[src/rtl/cpa_pipe_pkg.sv]
// cpa_pkg: operation encoding and segment sizing shared by the pipelined CPA
package cpa_pkg;
    localparam logic OP_ADD = 1'b0;
    localparam logic OP_SUB = 1'b1;
    function automatic int seg_w(input int width, input int segs);
        return width / segs;
    endfunction
endpackage

[src/rtl/cpa_pipe_if.sv]
// cpa_pipe_if: operand and result handshakes of the pipelined CPA
interface cpa_pipe_if #(parameter int WIDTH = 16);
    logic             in_valid, in_ready, cin, sub;
    logic             out_valid, out_ready, cout, ovf, zero;
    logic [WIDTH-1:0] a, b, s;
    modport master(output in_valid, a, b, cin, sub, out_ready,
                   input in_ready, out_valid, s, cout, ovf, zero);
    modport slave(input in_valid, a, b, cin, sub, out_ready,
                  output in_ready, out_valid, s, cout, ovf, zero);
endinterface

[src/rtl/cpa_pipe_seg.sv]
// cpa_seg: combinational ripple segment exposing carry out and carry into its top bit
module cpa_seg #(parameter int W = 4) (
    input  logic [W-1:0] a,
    input  logic [W-1:0] b,
    input  logic         ci,
    output logic [W-1:0] s,
    output logic         co,
    output logic         c_msb
);
    logic [W:0] c;
    always_comb begin
        s = '0;
        c[0] = ci;
        for (int i = 0; i < W; i++) begin
            s[i] = a[i] ^ b[i] ^ c[i];
            c[i+1] = (a[i] & b[i]) | (c[i] & (a[i] ^ b[i]));
        end
    end
    assign co = c[W];
    assign c_msb = c[W-1];
endmodule

[src/rtl/cpa_pipe.sv]
// cpa_pipe: pipelined add/sub resolving one ripple segment per stage under a global stall
module cpa_pipe import cpa_pkg::*; #(
    parameter int WIDTH = 16,
    parameter int SEGS  = 4
) (
    input logic       clk,
    input logic       rst,
    cpa_pipe_if.slave io
);
    localparam int SEG_W = seg_w(WIDTH, SEGS);
    if (SEGS < 1 || SEGS > WIDTH || WIDTH % SEGS != 0) begin : g_chk
        $error("cpa_pipe: WIDTH must be a positive multiple of SEGS");
    end
    logic             en, ovf_q, zero_q;
    logic             vq [SEGS], cq [SEGS], src_v [SEGS], src_c [SEGS], co [SEGS], cm [SEGS];
    logic [WIDTH-1:0] xq [SEGS], bq [SEGS], src_x [SEGS], src_b [SEGS], nx [SEGS], nb [SEGS];
    logic [SEG_W-1:0] sum [SEGS];
    assign en = !vq[SEGS-1] || io.out_ready;
    assign io.in_ready = en;
    assign io.out_valid = vq[SEGS-1];
    assign io.s = xq[SEGS-1];
    assign io.cout = cq[SEGS-1];
    assign io.ovf = ovf_q;
    assign io.zero = zero_q;
    // Words rotate right one segment per stage: the pending operand segment sits at
    // the bottom and each finished sum segment enters at the top, so the last stage
    // holds the result in natural order.
    for (genvar k = 0; k < SEGS; k++) begin : g_st
        if (k == 0) begin : g_in
            assign src_v[k] = io.in_valid;
            assign src_x[k] = io.a;
            assign src_b[k] = io.b ^ {WIDTH{io.sub == OP_SUB}};
            assign src_c[k] = io.sub == OP_SUB ? 1'b1 : io.cin;
        end else begin : g_mid
            assign src_v[k] = vq[k-1];
            assign src_x[k] = xq[k-1];
            assign src_b[k] = bq[k-1];
            assign src_c[k] = cq[k-1];
        end
        cpa_seg #(.W(SEG_W)) u_seg (
            .a(src_x[k][SEG_W-1:0]),
            .b(src_b[k][SEG_W-1:0]),
            .ci(src_c[k]),
            .s(sum[k]),
            .co(co[k]),
            .c_msb(cm[k])
        );
        assign nx[k] = WIDTH'({sum[k], src_x[k]} >> SEG_W);
        assign nb[k] = WIDTH'({src_b[k], src_b[k]} >> SEG_W);
    end
    always_ff @(posedge clk) begin
        if (rst) begin
            for (int k = 0; k < SEGS; k++) begin
                vq[k] <= 1'b0;
                cq[k] <= 1'b0;
                xq[k] <= '0;
                bq[k] <= '0;
            end
            ovf_q <= 1'b0;
            zero_q <= 1'b0;
        end else if (en) begin
            for (int k = 0; k < SEGS; k++) begin
                vq[k] <= src_v[k];
                cq[k] <= co[k];
                xq[k] <= nx[k];
                bq[k] <= nb[k];
            end
            ovf_q <= cm[SEGS-1] ^ co[SEGS-1];
            zero_q <= nx[SEGS-1] == '0;
        end
    end
endmodule

[src/flat_wrapper.sv]
// flat-port wrapper written by rule: the top's interface ports become plain ports
module cpa_pipe_flat import cpa_pkg::*;
#(
    parameter int WIDTH = 16,
    parameter int SEGS  = 4
)
  (clk, rst, io_in_valid, io_a, io_b, io_cin, io_sub, io_out_ready, io_in_ready, io_out_valid, io_s, io_cout, io_ovf, io_zero);
  cpa_pipe_if #(.WIDTH(WIDTH)) io_i ();
  input logic clk;
  input logic rst;
  input wire logic [$bits(io_i.in_valid)-1:0] io_in_valid;
  input wire logic [$bits(io_i.a)-1:0] io_a;
  input wire logic [$bits(io_i.b)-1:0] io_b;
  input wire logic [$bits(io_i.cin)-1:0] io_cin;
  input wire logic [$bits(io_i.sub)-1:0] io_sub;
  input wire logic [$bits(io_i.out_ready)-1:0] io_out_ready;
  output wire logic [$bits(io_i.in_ready)-1:0] io_in_ready;
  output wire logic [$bits(io_i.out_valid)-1:0] io_out_valid;
  output wire logic [$bits(io_i.s)-1:0] io_s;
  output wire logic [$bits(io_i.cout)-1:0] io_cout;
  output wire logic [$bits(io_i.ovf)-1:0] io_ovf;
  output wire logic [$bits(io_i.zero)-1:0] io_zero;
  assign io_i.in_valid = io_in_valid;
  assign io_i.a = io_a;
  assign io_i.b = io_b;
  assign io_i.cin = io_cin;
  assign io_i.sub = io_sub;
  assign io_i.out_ready = io_out_ready;
  assign io_in_ready = io_i.in_ready;
  assign io_out_valid = io_i.out_valid;
  assign io_s = io_i.s;
  assign io_cout = io_i.cout;
  assign io_ovf = io_i.ovf;
  assign io_zero = io_i.zero;
  cpa_pipe #(.WIDTH(WIDTH), .SEGS(SEGS)) u_core (.clk(clk), .rst(rst), .io(io_i));
endmodule
[config.mk]
export PLATFORM = sky130hd
export DESIGN_NAME = cpa_pipe_flat
export DESIGN_NICKNAME = d
export VERILOG_FILES = /design/src/rtl/cpa_pipe_pkg.sv /design/src/rtl/cpa_pipe_if.sv /design/src/rtl/cpa_pipe_seg.sv /design/src/rtl/cpa_pipe.sv /design/src/flat_wrapper.sv
export SDC_FILE = /design/constraint.sdc
export NUM_CORES = 1
export LEC_CHECK = 0
export CORE_MARGIN = 3
export CORE_UTILIZATION = 39
export DETAILED_ROUTE_END_ITERATION = 7
export PLACE_DENSITY_LB_ADDON = 0.2
export RECOVER_POWER = 25
export SLEW_MARGIN = 10
export SYNTH_ARGS = -nofsm -noshare
export SYNTH_HDL_FRONTEND = slang
export SYNTH_SLANG_ARGS = --single-unit
[constraint.sdc]
create_clock -name clk -period 3.4 [get_ports clk]
set_input_delay 0.34 -clock clk [delete_from_list [all_inputs] [get_ports clk]]
set_output_delay 0.34 -clock clk [all_outputs]
set_load 0.01 [all_outputs]
# == Word level (Yosys, flattened, before mapping) ==
# Memory sizes are Yosys's and may differ from the RTL's.
# Index checks and enable logic that the tools add are counted.
# totals
ff_bits,2
ramBits,136
in_bits,38
word_cells,129
memories,4
# op_classes
n_mux,22
n_bitwise,98
reduce_logical,3
# mem_list
memory,depth,word_bits,read_ports,rd_clocked_by_memory_dff,wr,line_no,source
u_core.bq,4,16,3,0,4,cpa_pipe.sv:16,"logic [WIDTH-1:0] xq [SEGS], bq [SEGS], src_x [SEGS], src_b [SEGS], nx [SEGS], nb [SEGS];"
u_core.xq,4,16,4,0,4,cpa_pipe.sv:16,
u_core.cq,4,1,4,0,4,cpa_pipe.sv:15,"logic vq [SEGS], cq [SEGS], src_v [SEGS], src_c [SEGS], co [SEGS], cm [SEGS];"
u_core.vq,4,1,4,0,4,cpa_pipe.sv:15,
# op_table
op,n
16-bit two-way mux,8
1-bit XOR,33
1-bit AND,32
1-bit OR,32
16-bit zero test,1
16-bit XOR,1
1-bit two-way mux,14
1-bit zero test,1
1-bit logical OR,1

# == Longest topological paths before layout ==
# Gate-level depths: netlist (run 1).
# logic_depth
word_depth,11
mapped_depth,11
mapped_depth_nobuf,9

# == Hierarchy ==
# From an unflattened synthesis (run 1), not the netlist that was laid out.
# unflattened
hier_cells,286
hier_area_um2,4291.6
# modules_own_cells
module,n_inst,cells_each,area_each_um2,seq_area_each_um2
cpa_pipe,1,238,3851.2,2922.8
cpa_seg,4,12,110.1,0.0

# == Worst setup path before layout (run 1) ==
# No wires, ideal clock.
# synth_timing
path_kind,in2reg
from,input port io_sub
to,memory u_core.xq[0][15] (data pin)
setup_time_ps,255
arrival_ps,2384
required_time_ps,3145
setup_slack_ps,761
stages,11
path_buffers,2
cell_sequence,buf_4 -> buf_4 -> xnor2_1 -> fa_1 -> inv_1 -> fa_1 -> inv_1 -> fa_1 -> inv_1 -> fa_1 -> and2_1
# synth_rtl
item,line_no,source
start: declaration,flat_wrapper.sv:15,input wire logic [$bits(io_i.sub)-1:0] io_sub;
end: declaration,cpa_pipe.sv:16,

==> reports/metrics.yaml, run 1 <==
p_leak_nw: 2.08
htreeDepth: 3
syn_nets: 331
numCtsBuffers: 9
areaGrowthSynthToFinish_pct: 20.0
arrival_ns: 3.04
place_hpwl_um: 3700
finalCriticalPeriod_ns: 2.78
cp_data_required_time_ns: 3.65
final-setup-viol-count: 0
dpl_worst_slack_ns: 0.385
synth.area.top_cells: "edfxtp_1 68%, and2_1 11%, fa_1 7.6%, xnor2_1 3.1%, inv_1 2.1%"
worstPathCellList: "inv_1 -> fa_1 -> inv_1 -> fa_1 -> fa_1 -> fa_1 -> nor4b_1 -> nand2_1 -> o32ai_1"
grt_max_degree: 76
die_h_um: 110
fmax_mhz: 359
synth_compound_area_share_pct: 0.385
grt_util_all_layers_pct: 10.3
crit_family: "adder cells"
synth_xor_area_share_pct: 3.52
synthAdderAreaFrac_pct: 7.57
cap_viol_max_count: 1
r2r_end: "u_core.io.zero"
drc: 0
crit_top_cell: "fa_1"
cts_tree: "done"
finClkSkew_ns: 0.00581
r2r_cells: 9
drive_gt1_share_pct: 5.54
detail_route.iter0.violations: 66
critPathMaxStageDelay_ns: 0.48
worst_pin_slew_ns: 1.52
clkSlewWorstSetupHoldPaths_ns: 0.09
crit_path_start: "u_core.xq[2][0]"
synthSimpleGateAreaFrac_pct: 14.9
ys_ff_latch: 98
synth_top_family_by_area: "simple AND/OR/NAND/NOR gates"
coreArea_sq_um: 10400
post_cts_buffers: 0
power_density_nw_per_um2: 450
grt-ovfl-total: 0
cts_resized: 0
drtPass1Iterations: 4
power_mw: 2.29
crit_fanout: 2
yosysTopAreaCellShare_pct: 68.2
clk_path_buf_depth: 2
setup_tns_ns: 0
wl_per_cell_um: 11.6
ioPinCount: 59
gp_congestion: 0.734
synth.distinct_cells: 21
detail_route.vias_per_cell: 4.15
setup_slack_ns: 0.617
cts-root-buf: "clkbuf_8"
numPortBuffers: 58
ir_drop_mv: 0.162
slowest_stage: "fa_1"
cts_hold_buffers: 0
synth-seq-area-share_pct: 69.1
drt_wl_total_um: 5550
start_util_pct: 40.6
syn_area_sq_um: 4230
antenna_found_initial: 0
whs_ns: 0.471
num_rows: 37
fin_util_pct: 48.7
worstSetupPathType: "reg -> reg"
antenna_cells: 0
r2r-start: "u_core.xq[2][0]"
syn_inst: 277
finalCritPeriodShare_pct: 81.9
path_depth: 9
rsz0062_at_grt: "no"
crit_end: "u_core.io.zero"
synth_largest_area_cell: "edfxtp_1"
clk_latency_ns: 0.34
grt_pass1_vias: 2013
vias: 1988
status: "complete, but fails checks"
critPathCaptureType: "flop"
yosys_warnings: 0
grt_pass1_wl_um: 9430
synthMuxAreaShare_pct: 0
dieArea_sq_um: 12100
r2r_slack_ns: 0.62
slew_violations: 37
hp-class: "reg -> reg"
start_kind: "flop"
clock_sinks: 98
die_x_um: 110
relSlewSlack_pct: -1.59
ant_nets: 0
hold_viol: 0
synth.avg_cell_area_sq_um: 15.3
holdPathStages: 2
violations: "capacitance limit, slew limit"
critical_path_buf_inv_count: 2
nets: 392
worst register-to-register path, stage by stage, from the launching register on:
cell	delay [ns]
edfxtp_1	0.37
inv_1	0.09
fa_1	0.17
inv_1	0.05
fa_1	0.43
fa_1	0.47
fa_1	0.48
nor4b_1	0.31
nand2_1	0.08
o32ai_1	0.24
registers in the layout (all words and copies together) (netlist names):
signal	cells
u_core.bq	24
u_core.vq	4
u_core.io.zero	1
u_core.cq	4
u_core.xq	64
u_core.io.ovf	1
routing by layer:
layer | vias to the layer above | GRT usage (%) | routed length [um]
met5 | - | 0 | 0
met1 | 895 | 12.9 | 2470
met4 | 0 | 5.80 | 133
met2 | 50 | 16.6 | 2660
li1 | 1033 | - | -
met3 | 10 | 2.39 | 284
cell usage after synthesis:
master	count
nand2_1	2
nor4b_1	1
xnor2_1	15
clkbuf_1	2
buf_4	2
nor2_1	23
a211oi_1	1
fa_1	16
buf_6	6
o32ai_1	1
nor2b_4	1
edfxtp_1	96
inv_1	24
buf_2	2
xor2_1	2
nand2b_1	1
and2_1	75
or2_2	1
dfxtp_1	2
nor4_1	3
nand2b_4	1
per-stage QoR:
| step | cells | instance area [sq um] |
|---|---|---|
| after global placement | 463 | 4920 |
| after CTS | 479 | 5080 |
| final | 479 | 5070 |
| after global routing | 479 | 5070 |
| after detailed placement | 463 | 4920 |
| after floorplan | 277 | 4230 |
worst min path at each step:
stage	startpoint	endpoint	slack, ns
2_1_floorplan	rst	u_core.io.ovf	0.41
3_3_place_gp	u_core.io.zero	u_core.io.zero	0.46
3_5_place_dp	u_core.io.zero	u_core.io.zero	0.46
4_1_cts	u_core.io.zero	u_core.io.zero	0.48
5_1_grt	u_core.io.zero	u_core.io.zero	0.51
6_report	u_core.io.zero	u_core.io.zero	0.47
layout make-up:
type,instances,area [sq um]
fill,937,5340
clock inverter,7,36.3
tap,136,170
timing repair buffer,62,623
multi-input combinational,143,1110
clock buffer,9,124
inverter,24,90.1
sequential,98,2920
logic make-up after synthesis:
family	count (synthesis)
and+or+nand+nor	108
DFF	98
buffers and inverters	36
xor gates and xnor gates	17
adders and majority gates	16
AOI/OAI and AO/OA	2
power breakdown:
group	total, mW	internal (mW)	switching (mW)	leakage, nW
Clock	0.623	0.257	0.366	0.0876
Sequential	1.44	1.42	0.0247	1.16
Combinational	0.220	0.124	0.0964	0.835
placed cells by master (no fill, tap or decap), types with 4 or more instances in the layout:
cell              n
and2_1           75
clkbuf_8          9
clkdlybuf4s50_1  38
clkinv_2          4
dlygate4sd3_1    20
edfxtp_1         96
fa_1             16
inv_1            24
nor2_1           23
xnor2_1          15
(Power assumes the default switching activity.)
==> run 2: changes to the inputs <==
==> constraint.sdc (replaced) <==
create_clock -name clk -period 2.6 [get_ports clk]
set_input_delay 0.26 -clock clk [delete_from_list [all_inputs] [get_ports clk]]
set_output_delay 0.26 -clock clk [all_outputs]
set_load 0.01 [all_outputs]
==> run 2 against run 1 <==
Compared with the run above:
- the flow now finishes without violations
- count of clock-buffer cells in the layout up 1
- global-route usage up 0.22 points
- die area unchanged
- via count up 0.96%
- total power up 42%
- routed wire length up 2.3%
- final cell count up 0.63%
- utilization up 1.1 points
- largest cell class unchanged
- highest routed layer unchanged
==> reports/metrics.yaml, run 2 (synthesis gave the netlist of run 1 again) <==
layout_commonest_cell: "edfxtp_1"  # unchanged
crit_top_cell: "fa_1"  # unchanged
nFillCells: 926  # was 937
cap_viol_max_count: 0  # was 1
vias: 2007  # was 1,988
hp-class: "reg -> reg"  # unchanged
clkSlewWorstSetupHoldPaths_ns: 0.09  # about the same
final_cell_mix: "96 x edfxtp_1, 73 x and2_1, 57 x clkdlybuf4s50_1"  # was 96 x edfxtp_1, 75 x and2_1, 38 x clkdlybuf4s50_1
fin_area_sq_um: 5190  # was 5070 sq um
drc: 0  # unchanged
finClkSkew_ns: 0.00933  # was 0.00581 ns
place_inst: 466  # was 463
numPortBuffers: 58  # unchanged
detail_route.iter0.violations: 79  # was 66
cts_tree: "done"  # unchanged
antenna_cells: 0  # unchanged
rsz0062_at_grt: "yes"  # was no
grt_util_all_layers_pct: 10.5  # was 10.3%
hold_viol: 0  # unchanged
antenna_found_initial: 0  # unchanged
relSlewSlack_pct: 29.9  # was -1.59%
status: "finished, final reports clean"  # was complete, but fails checks
cp_data_required_time_ns: 2.72  # was 3.65 ns
slew_violations: 0  # was 37
place_hpwl_um: 3820  # was 3700 um
fmax_mhz: 389
worst_pin_slew_ns: 1.05  # was 1.52 ns
cts-root-buf: "clkbuf_8"  # unchanged
clk_latency_ns: 0.36  # was 0.34 ns
whs_ns: 0.490  # was 0.471 ns
gp_congestion: 0.665  # was 0.734
power_mw: 3.25  # was 2.29 mW
largest_reg_flops: 64  # unchanged
power_density_nw_per_um2: 625  # was 450 nW/um^2
arrival_ns: 2.69  # was 3.04 ns
ant_nets: 0  # unchanged
drive_gt1_share_pct: 9.25  # was 5.54%
htreeDepth: 3  # unchanged
start_kind: "input port"  # was flop
largestRegisters: "u_core.xq (64), u_core.bq (24)"  # unchanged
dieArea_sq_um: 12100  # unchanged
top_register: "u_core.xq"  # unchanged
nets: 395  # was 392
ioPinCount: 59  # unchanged
finalCritPeriodShare_pct: 98.8
grt_pass1_vias: 2016  # was 2,013
critPathCaptureType: "flop"  # unchanged
crit_family: "adder cells"  # unchanged
seqCellArea_sq_um: 2920  # unchanged
grt_pass1_wl_um: 9600  # was 9430 um
die_h_um: 110  # unchanged
coreArea_sq_um: 10400  # unchanged
wl_per_cell_um: 11.8  # was 11.6 um
drt_wl_total_um: 5670  # was 5550 um
multi_input_area_sq_um: 1120  # was 1110 sq um
critical_path_buf_inv_count: 4  # was 2
cts_hold_buffers: 0  # unchanged
crit_fanout: 3  # was 2
die_x_um: 110  # unchanged
worstSetupPathType: "in -> reg"  # was reg -> reg
grt_max_degree: 76  # unchanged
p_leak_nw: 2.05  # was 2.08 nW
num_rows: 37  # unchanged
clock_sinks: 98  # unchanged
place_area_sq_um: 4990  # was 4920 sq um
grt-ovfl-total: 0  # unchanged
slowest_stage: "dlygate4sd3_1"  # was fa_1
final-setup-viol-count: 0  # unchanged
detail_route.vias_per_cell: 4.16  # was 4.15
start_util_pct: 40.6  # unchanged
instances_no_fill: 482  # was 479
ir_drop_mv: 0.275  # was 0.162 mV
finalCriticalPeriod_ns: 2.57
clk_path_buf_depth: 2  # unchanged
numCtsBuffers: 9  # unchanged
worstPathCellList: "dlygate4sd3_1 -> xnor2_1 -> fa_1 -> inv_1 -> fa_1 -> inv_1 -> fa_1 -> inv_1 -> fa_1 -> and2_1"  # was inv_1 -> fa_1 -> inv_1 -> fa_1 -> fa_1 -> fa_1 -> nor4b_1 -> nand2_1 -> o32ai_1
drtPass1Iterations: 4  # unchanged
post_cts_buffers: 0  # unchanged
areaGrowthSynthToFinish_pct: 22.8  # was 20.0%
critPathMaxStageDelay_ns: 0.61  # was 0.48 ns
[run 2: cell count changes in the layout (fill, tap and decap cells not counted), moves of 4 or more]
cell             before  now
clkdlybuf4s50_1      38   57
inv_1                24   20
dlygate4sd3_1        20    1
inv_2                 0    4
[run 2: routing by layer]
metal	GRT usage (%)	part of all wire, %
met1	13.5	45
met2	16.6	47
met3	2.62	5.1
met4	5.54	2.3
met5	0	0
[run 2: worst register-to-register path: cells and delay by family, from the launching register on]
kind	cells	cell delay, ns
AOI/OAI and AO/OA	1	0.19
adders and majority gates	4	1.45
DFF	1	0.39
buffers and inverters	2	0.11
and+or+nand+nor	2	0.35
[run 2: cell type report]
cell class,count,area share [%]
multi-input combinational,143,21.7
clock inverter,6,1.73
clock buffer,10,2.46
tap,136,3.28
inverter,24,1.73
timing repair buffer,65,12.9
sequential,98,56.3
[run 2: stage by stage]
stage	utilization (%)	worst slack (ns)	TNS, ns
after floorplan	-	0.0412	0
after global placement	47.9	-0.243	-0.341
after detailed placement	47.9	-0.292	-0.491
after CTS	50.0	0.00333	0
after global routing	49.9	-0.107	-0.171
final	49.9	0.0307	0
[run 2: power by group]
group | switching (mW) | leakage (nW) | total (mW) | internal, mW
registers | 0.0346 | 1.16 | 1.89 | 1.86
logic | 0.129 | 0.790 | 0.302 | 0.173
clock network | 0.509 | 0.107 | 1.05 | 0.545
total | 0.672 | 2.05 | 3.25 | 2.57
[run 2: final timing paths]
kind                    startpoint                to  slack (ns)  cells past startpoint
hold / removal      u_core.io.zero    u_core.io.zero        0.49                      2
hold reg to reg     u_core.io.zero    u_core.io.zero        0.49                      2
setup / recovery            io_sub  u_core.xq[0][15]        0.03                     10
setup reg to reg  u_core.bq[0][32]    u_core.io.zero        0.05                      9
[run 2: timing repair]
| action | CTS | global route |
|---|---|---|
| resized for setup | 1 | 7 |
| setup endpoints to repair | 1 | 1 |
| gates cloned | 0 | 0 |
| pin swaps | 3 | 6 |
==> run 3: changes to the inputs <==
==> constraint.sdc (replaced) <==
create_clock -name clk -period 2.5 [get_ports clk]
set_input_delay 0.25 -clock clk [delete_from_list [all_inputs] [get_ports clk]]
set_output_delay 0.25 -clock clk [all_outputs]
set_load 0.01 [all_outputs]
==> run 3 against run 2 <==
Compared with the run above:
- sequential share of layout area increased by 0.66 points
- global-route usage decreased by 0.51 points
- die area unchanged
- total power decreased by 0.49%
- routed wire length decreased by 3.7%
- critical path type is now reg -> reg
- critical endpoint is now u_core.io.zero
- largest cell class unchanged
- highest routed layer unchanged
==> reports/metrics.yaml, run 3 (synthesis gave the netlist of run 1 again) <==
status: "finished, final reports clean"  # unchanged
finalCriticalPeriod_ns: 2.49
numPortBuffers: 58  # unchanged
grt_pass1_wl_um: 9180  # was 9600 um
drtPass1Iterations: 3  # was 4
ant_nets: 0  # unchanged
ir_drop_mv: 0.258  # was 0.275 mV
dieArea_sq_um: 12100  # unchanged
crit_fanout: 2  # was 3
start_kind: "flop"  # was input port
drc: 0  # unchanged
nFillCells: 942  # was 926
grt_pass1_vias: 2011  # was 2,016
r2r-start: "u_core.xq[2][0]"  # was u_core.bq[0][32]
hold_path_end: "u_core.io.zero"  # unchanged
cts_hold_buffers: 0  # unchanged
r2r_slack_ns: 0.007  # was 0.05 ns
areaGrowthSynthToFinish_pct: 21.4  # was 22.8%
power_mw: 3.23  # was 3.25 mW
grt_max_degree: 98  # was 76
critPathMaxStageDelay_ns: 0.47  # was 0.61 ns
grt_util_all_layers_pct: 10.0  # was 10.5%
clock_sinks: 98  # unchanged
layout_commonest_cell: "edfxtp_1"  # unchanged
hold_viol: 0  # unchanged
setup_slack_ns: 0.00721  # was 0.0307 ns
detail_route.iter0.violations: 70  # was 79
relSlewSlack_pct: 30.8  # was 29.9%
finClkSkew_ns: 0.0112  # was 0.00933 ns
start_util_pct: 40.6  # unchanged
gp_congestion: 0.733  # was 0.665
worst_pin_slew_ns: 1.04  # was 1.05 ns
rsz0062_at_grt: "yes"  # unchanged
numCtsBuffers: 9  # unchanged
holdPathStages: 2  # unchanged
r2r_end: "u_core.io.zero"  # unchanged
clk_path_buf_depth: 2  # unchanged
largestRegisters: "u_core.xq (64), u_core.bq (24)"  # unchanged
ioPinCount: 59  # unchanged
worstSetupPathType: "reg -> reg"  # was in -> reg
cts_tree: "done"  # unchanged
nets: 394  # was 395
dpl_worst_slack_ns: -0.420  # was -0.292 ns
coreArea_sq_um: 10400  # unchanged
detail_route.vias_per_cell: 4.16  # about the same
critical_path_buf_inv_count: 2  # was 4
top_register: "u_core.xq"  # unchanged
cts-root-buf: "clkbuf_8"  # unchanged
fin_util_pct: 49.3  # was 49.9%
largest_reg_flops: 64  # unchanged
power_density_nw_per_um2: 629  # was 625 nW/um^2
hp-class: "reg -> reg"  # unchanged
final_cell_mix: "96 x edfxtp_1, 64 x and2_1, 56 x clkdlybuf4s50_1"  # was 96 x edfxtp_1, 73 x and2_1, 57 x clkdlybuf4s50_1
antenna_found_initial: 0  # unchanged
drt_wl_total_um: 5460  # was 5670 um
cp_data_required_time_ns: 2.76  # was 2.72 ns
die_h_um: 110  # unchanged
clk_latency_ns: 0.35  # was 0.36 ns
antenna_cells: 0  # unchanged
htreeDepth: 3  # unchanged
slowest_stage: "fa_1"  # was dlygate4sd3_1
die_x_um: 110  # unchanged
cap_viol_max_count: 0  # unchanged
num_rows: 37  # unchanged
p_leak_nw: 2.02  # was 2.05 nW
slew_violations: 0  # unchanged
vias: 2001  # was 2,007
finalCritPeriodShare_pct: 99.7
place_hpwl_um: 3580  # was 3820 um
crit_family: "adder cells"  # unchanged
critPathCaptureType: "flop"  # unchanged
drive_gt1_share_pct: 7.54  # was 9.25%
fmax_mhz: 401
arrival_ns: 2.76  # was 2.69 ns
clkSlewWorstSetupHoldPaths_ns: 0.08  # was 0.09 ns
grt-ovfl-total: 0  # unchanged
r2r_cells: 9  # unchanged
final-setup-viol-count: 0  # unchanged
worstPathCellList: "inv_2 -> fa_1 -> inv_1 -> fa_2 -> fa_2 -> fa_1 -> nor4b_2 -> nand2_1 -> o32ai_2"  # was dlygate4sd3_1 -> xnor2_1 -> fa_1 -> inv_1 -> fa_1 -> inv_1 -> fa_1 -> inv_1 -> fa_1 -> and2_1
wl_per_cell_um: 11.4  # was 11.8 um
post_cts_buffers: 0  # unchanged
worstHoldStart: "u_core.io.zero"  # unchanged
[run 3: how the worst max path moves through the flow]
| stage | to | slack [ns] | cells after the start | startpoint |
|---|---|---|---|---|
| 2_1_floorplan | u_core.io.zero | 0.006 | 9 | u_core.xq[2][0] |
| 3_3_place_gp | u_core.xq[0][15] | -0.35 | 10 | io_sub |
| 3_5_place_dp | u_core.xq[0][15] | -0.42 | 10 | io_sub |
| 4_1_cts | u_core.io.zero | -0.03 | 9 | u_core.xq[2][0] |
| 5_1_grt | u_core.io.zero | -0.12 | 9 | u_core.xq[2][0] |
| 6_report | u_core.io.zero | 0.007 | 9 | u_core.xq[2][0] |
[run 3: cell type report]
type | instances | area (sq um) | share of cell area, %
Sequential cell | 98 | 2920 | 56.9
Multi-Input combinational cell | 143 | 1130 | 22.0
Timing Repair Buffer | 64 | 634 | 12.4
Tap cell | 136 | 170 | 3.31
Clock buffer | 11 | 131 | 2.56
Inverter | 24 | 90.1 | 1.75
Clock inverter | 5 | 55.1 | 1.07
[run 3: worst min-delay path, stage by stage (launching register included)]
cell,delay [ns]
dfxtp_1,0.33
inv_1,0.07
o32ai_2,0.06
[run 3: what timing repair did]
action                     CTS  global route
resized for setup            4             0
pin swaps                    5             0
setup endpoints to repair    2             1
[run 3: metrics by stage]
step / setup TNS, ns / cell area, sq um / std cells / hold slack [ns]
detailed placement: -0.807 / 4970 / 465 / 0.478
finish: 0 / 5130 / 481 / 0.496
global route: -0.119 / 5130 / 481 / 0.526
global placement: -0.568 / 4970 / 465 / 0.455
floorplan: 0 / 4260 / 277 / 0.323
CTS: -0.0328 / 5160 / 481 / 0.499
[run 3: routing by layer]
layer | global-route usage (%) | wire length, um
met1 | 11.6 | 2360
met2 | 16.9 | 2710
met3 | 2.45 | 297
met4 | 5.80 | 104
met5 | 0 | 0
[run 3: report_power, final]
part           internal (mW)  total, mW  leakage [nW]  switching, mW
Combinational          0.179      0.313         0.773          0.134
Sequential              1.93       1.97          1.16         0.0367
Clock                  0.460      0.951        0.0909          0.491
